==> config.mk <==
export PLATFORM = sky130hd
export DESIGN_NAME = tag_lru_array
export DESIGN_NICKNAME = d
export VERILOG_FILES = /design/src/rtl/tag_lru_array.sv
export SDC_FILE = /design/constraint.sdc
export NUM_CORES = 2
export LEC_CHECK = 0
export CORE_MARGIN = 5
export CORE_UTILIZATION = 50
export DETAILED_ROUTE_END_ITERATION = 8
export PLACE_DENSITY = 0.7
export SLEW_MARGIN = 25
export SYNTH_ARGS = -nofsm -noshare
export SYNTH_HDL_FRONTEND = slang
export SYNTH_SLANG_ARGS = --single-unit
==> constraint.sdc <==
create_clock -name clk -period 4.2 [get_ports clk]
set_input_delay 1.26 -clock clk [delete_from_list [all_inputs] [get_ports clk]]
set_output_delay 1.26 -clock clk [all_outputs]
set_load 0.005 [all_outputs]
==> src/rtl/tag_lru_array.sv <==
// Set-associative tag store with per-set age-based LRU replacement and a
// sequential whole-array invalidation engine.
module tag_lru_array #(
    parameter int WAYS  = 2,
    parameter int SETS  = 64,
    parameter int TAG_W = 6,
    localparam int SW = $clog2(SETS),
    localparam int WW = $clog2(WAYS)
) (
    input  logic             clk,
    input  logic             rst,
    input  logic             lookup_valid,
    input  logic [SW-1:0]    lookup_set,
    input  logic [TAG_W-1:0] lookup_tag,
    input  logic             fill_valid,
    input  logic [SW-1:0]    fill_set,
    input  logic [WW-1:0]    fill_way,
    input  logic [TAG_W-1:0] fill_tag,
    input  logic             inv_all,
    output logic             lookup_done,
    output logic             hit,
    output logic [WW-1:0]    hit_way,
    output logic [WW-1:0]    victim_way,
    output logic             busy
);

    typedef enum logic {IDLE, FLUSH} state_t;
    typedef logic [WAYS-1:0][WW-1:0] ages_t;

    state_t                      state_q, state_d;
    logic [SW-1:0]               cnt_q, cnt_d;
    logic [WAYS-1:0]             valid_q [SETS];
    logic [WAYS-1:0]             valid_d [SETS];
    logic [WAYS-1:0][TAG_W-1:0]  tag_q   [SETS];
    logic [WAYS-1:0][TAG_W-1:0]  tag_d   [SETS];
    ages_t                       age_q   [SETS];
    ages_t                       age_d   [SETS];
    logic                        lookup_done_q, lookup_done_d;
    logic                        hit_q, hit_d;
    logic [WW-1:0]               hit_way_q, hit_way_d;
    logic [WW-1:0]               victim_q, victim_d;
    logic                        busy_q, busy_d;

    logic                        hit_c;
    logic [WW-1:0]               hit_way_c;
    logic [WW-1:0]               victim_c;
    logic                        inv_found;

    function automatic ages_t init_ages();
        ages_t a;
        for (int unsigned w = 0; w < WAYS; w++) a[w] = WW'(w);
        return a;
    endfunction

    // Ways younger than the touched way age by one; the touched way becomes MRU.
    function automatic ages_t touch(input ages_t ages, input logic [WW-1:0] way);
        ages_t a;
        a = ages;
        for (int unsigned i = 0; i < WAYS; i++)
            if (ages[i] < ages[way]) a[i] = ages[i] + 1'b1;
        a[way] = '0;
        return a;
    endfunction

    always_comb begin
        hit_c     = 1'b0;
        hit_way_c = '0;
        victim_c  = '0;
        inv_found = 1'b0;
        for (int unsigned i = 0; i < WAYS; i++) begin
            if (!hit_c && valid_q[lookup_set][i] && tag_q[lookup_set][i] == lookup_tag) begin
                hit_c     = 1'b1;
                hit_way_c = WW'(i);
            end
            if (age_q[lookup_set][i] == WW'(WAYS - 1)) victim_c = WW'(i);
        end
        for (int unsigned i = 0; i < WAYS; i++) begin
            if (!inv_found && !valid_q[lookup_set][i]) begin
                inv_found = 1'b1;
                victim_c  = WW'(i);
            end
        end
    end

    always_comb begin
        state_d       = state_q;
        cnt_d         = cnt_q;
        valid_d       = valid_q;
        tag_d         = tag_q;
        age_d         = age_q;
        lookup_done_d = 1'b0;
        hit_d         = hit_q;
        hit_way_d     = hit_way_q;
        victim_d      = victim_q;
        case (state_q)
            IDLE: begin
                if (lookup_valid) begin
                    lookup_done_d = 1'b1;
                    hit_d         = hit_c;
                    hit_way_d     = hit_way_c;
                    victim_d      = victim_c;
                    // A fill to the same set wins; its touch alone is applied.
                    if (hit_c && !(fill_valid && fill_set == lookup_set))
                        age_d[lookup_set] = touch(age_q[lookup_set], hit_way_c);
                end
                if (fill_valid) begin
                    tag_d[fill_set][fill_way]   = fill_tag;
                    valid_d[fill_set][fill_way] = 1'b1;
                    age_d[fill_set]             = touch(age_q[fill_set], fill_way);
                end
                if (inv_all) begin
                    state_d = FLUSH;
                    cnt_d   = '0;
                end
            end
            FLUSH: begin
                valid_d[cnt_q] = '0;
                age_d[cnt_q]   = init_ages();
                cnt_d          = cnt_q + 1'b1;
                if (cnt_q == SW'(SETS - 1)) state_d = IDLE;
            end
            default: state_d = IDLE;
        endcase
        busy_d = (state_d == FLUSH);
    end

    always_ff @(posedge clk or negedge rst) begin
        if (!rst) begin
            state_q       <= IDLE;
            cnt_q         <= '0;
            lookup_done_q <= 1'b0;
            hit_q         <= 1'b0;
            hit_way_q     <= '0;
            victim_q      <= '0;
            busy_q        <= 1'b0;
            for (int unsigned s = 0; s < SETS; s++) begin
                valid_q[s] <= '0;
                tag_q[s]   <= '0;
                age_q[s]   <= init_ages();
            end
        end else begin
            state_q       <= state_d;
            cnt_q         <= cnt_d;
            valid_q       <= valid_d;
            tag_q         <= tag_d;
            age_q         <= age_d;
            lookup_done_q <= lookup_done_d;
            hit_q         <= hit_d;
            hit_way_q     <= hit_way_d;
            victim_q      <= victim_d;
            busy_q        <= busy_d;
        end
    end

    assign lookup_done = lookup_done_q;
    assign hit         = hit_q;
    assign hit_way     = hit_way_q;
    assign victim_way  = victim_q;
    assign busy        = busy_q;

endmodule

==> impl_metrics.py <==
metrics = {
    "finish": {
        "layout.filler_cells": 8632,
        "regArea_um2": 26000,
        "nets": 5349,
        "multi_input_comb_area_um2": 26400,
        "layout-area-overhead-vs-synth_pct": 20.8,
        "share_of_cells_above_drive_strength_1_pct": 36.8,
        "stdcell_area_um2": 65300,
        "mostFrequentLayoutCell": "dfrtp_1",
        "mostFrequentLayoutCells": "dfrtp_1 (970), mux2_2 (822), buf_4 (631)",
    },
    "drt": {
        "drt_iter0_markers": 6292,
        "drt.antenna.violating_nets": 0,
        "detail_route.drc_violations": 0,
        "detailroute.via_count": 47100,
        "via_count_normalized_by_instance_count": 6.91,
        "routedWlPerCell_um": 32.2,
        "dr.pass1.iters": 6,
        "drt-total-wl_mm": 220,
    },
    "logic_synthesis": {
        "seq_area_frac_synth_pct": 48.0,
        "synth_largest_type_area_fraction_pct": 44.9,
        "synth_enable_flop_cells": 0,
        "synth.ff_latch_count": 1035,
        "synth_area_leader_cell": "dfrtp_1",
        "mappedNetlistArea_um2": 54100,
        "yosys_most_used_dff": "dfrtp_1",
        "post_synth.cell_area_avg_um2": 11.1,
        "synthTopCellsByArea": "dfrtp_1 (45%), mux2_2 (17%), dfstp_2 (3.1%), mux2i_1 (3.1%), nand2_1 (3.1%)",
        "synthesis.yosys.warnings": 0,
        "mappedNetlistNets": 4911,
        "synthDistinctLibCells": 79,
        "async_flop_share_pct": 100,
        "netlist_instances": 4880,
    },
    "timing": {
        "postLayoutSetupSlackWorst_ns": 0.0120,
        "clock_skew_ns": 0.0425,
        "slew_viol_final": 0,
        "layout_min_cycle_time_ns": 4.19,
        "hold_slack_ns": 0.455,
        "timing.final.setup_violations": 0,
        "worstMarginPinSlew_ns": 1.18,
        "final.setup.tns_ns": 0,
        "achievable-frequency_mhz": 239,
        "max_slew_margin_pct": 20.8,
        "fin_crit_sh_pct": 99.7,
        "hold_violations": 0,
    },
    "placement": {
        "placement.io_buffers": 34,
        "placer_s_final_routability_congestion_estimate": 1.03,
        "place_worst_setup_slack_ns": -0.921,
        "hpwlAfterDp_mm": 150,
        "place_area_um2": 60800,
    },
    "critical_path": {
        "crit_type": "in -> reg",
        "regToRegEndpoint": "age_q[106]",
        "start_kind": "input pin",
        "critPathMaxFanout": 21,
        "critical_path.endpoint_type": "flip-flop",
        "worst_ep_required_time_ns": 4.84,
        "critical_path_arrival_ns": 4.83,
        "register_to_register_path_depth": 11,
        "critical_path.reg2reg.startpoint": "tag_q[290]",
        "reg2reg_setup_slack_ns": 0.46,
    },
    "global_route": {
        "grt_antenna_before_repair": 9,
        "layer_carrying_the_most_global_route_usage": "met2",
        "gr-usage-met3_pct": 11.6,
        "number_of_global_route_vias_before_repair": 46300,
        "total_routing_usage_reported_by_global_routing_pct": 36.9,
        "sum_of_overflow_across_all_layers_after_global_routing": 0,
        "global_route.usage.met1_pct": 47.5,
        "grt_start_max_net_pins": 176,
        "first_pass_grt_wire_length_mm": 318,
        "globalRouteMet2Util_pct": 54.6,
    },
    "die": {
        "die-width_um": 339,
        "fp-row-count": 120,
        "start_util_pct": 50.4,
        "fp.dieArea_um2": 115000,
        "number_of_top_level_pins": 35,
        "fp.coreArea_um2": 107000,
        "die_y_um": 339,
    },
    "clocking": {
        "tritoncts": "built",
        "cts_htree_levels": 3,
        "clock-sinks": 1035,
        "clock-root-buffer": "clkbuf_16",
        "cts-buffers-inserted": 111,
        "cts_max_path_buffers": 3,
        "post_cts_hold_buffer_count": 0,
        "clk_pin_slew_worst_setup_hold_paths_ns": 0.07,
        "worst_skew_pair_later_pin_latency_ns": 0.73,
    },
    "pwr": {
        "power_mw": 28.9,
        "static-leakage-power_nw": 30.6,
        "ir_worst_vdd_uv": 314,
        "power.density_cell_area_nw_per_um2": 443,
    },
    "hold_path": {
        "hold_class": "in -> async",
    },
    "outcome": {
        "status": "completed",
    },
    "run": {
        "max_cap_check_violation_count": 0,
    },
}
==> registers in the layout, indices dropped and copies added (netlist names) <==
signal / count
valid_q: 128
victim_way: 1
tag_q: 768
hit_way: 1
hit: 1
cnt_q: 6
busy: 1
lookup_done: 1
age_q: 128
==> area by class of cell <==
type / instances / share of cell area (%)
diodes: 5 / 0.0191
clock buffers: 158 / 5.00
clock inverters: 48 / 1.02
inverters: 22 / 0.128
multi-input cells: 3382 / 40.5
flip-flops and latches: 1035 / 39.8
well taps: 1403 / 2.69
repair buffers: 766 / 10.9
==> power by group <==
| group | switching, mW | internal [mW] | total [mW] |
|---|---|---|---|
| logic | 3.85 | 2.29 | 6.14 |
| clock network | 4.30 | 6.32 | 10.6 |
| registers | 1.07 | 11.1 | 12.2 |
| total | 9.22 | 19.7 | 28.9 |
==> synth_stat cells (all sizes together), types with 33 or more instances <==
cell and n:
buf 153, nand2 441, nor2 230, a22oi 65, a31oi 59, o22ai 63, mux2i 168, nand2b 36
nor3 70, a21oi 146, a221oi 102, o31ai 40, o211ai 43, o21a 41, mux4 68, dfstp 64
dfrtp 971, a21o 62, clkbuf 288, nand4 47, o21ai 253, a221o 58, mux2 830, o221ai 33
nand3 167
==> layer usage <==
metal  wire [um]  vias to the layer above
met1       81600                    23800
met2       94700                     3205
met4       16900                       12
met3       26600                      927
met5         128                        -
li1            -                    19200
==> kinds of logic after synthesis <==
| group | share of synthesized area [%] |
|---|---|
| adders and majority gates | 0.0231 |
| buffers and inverters | 3.67 |
| muxes | 23.2 |
| DFF | 48.0 |
| xor gates and xnor gates | 0.243 |
| and+or+nand+nor | 10.0 |
| AOI/OAI and AO/OA | 14.8 |
==> worst max-delay path, stage by stage <==
cell	delay (ns)
buf_12	0.14
buf_4	0.15
inv_2	0.07
buf_12	0.17
buf_4	0.45
o221ai_1	0.22
a222oi_1	0.41
buf_4	0.19
o211ai_1	0.15
nor3_1	0.35
a31o_2	0.26
o2111ai_4	0.25
buf_12	0.21
buf_16	0.15
o21a_1	0.17
a21oi_1	0.15
==> through the flow <==
| stage | cells | utilization, % |
|---|---|---|
| final | 6819 | 61.0 |
| after global routing | 6814 | 60.9 |
| after CTS | 6800 | 60.5 |
| after detailed placement | 6589 | 56.7 |
| after global placement | 6589 | 56.7 |
| after floorplan | 4880 | - |
==> worst max-delay path by stage <==
stage                  startpoint          to  slack (ns)  cells after the start
floorplan           lookup_set[1]  age_q[118]       -0.21                     14
global placement    lookup_set[1]  age_q[120]       -0.91                     15
detailed placement  lookup_set[1]  age_q[120]       -0.92                     16
CTS                 lookup_set[2]   age_q[26]        0.02                     16
global route        lookup_set[0]   age_q[56]       -0.01                     18
finish              lookup_set[0]   age_q[24]        0.01                     16
==> timing repair <==
action | CTS | global route
gates resized for setup | 19 | 46
buffers inserted | 2 | 9
gates cloned | 3 | 6
pin swaps | 1 | 6
endpoints found under the setup margin | 91 | 125
Power figures use the tool's default switching activity.
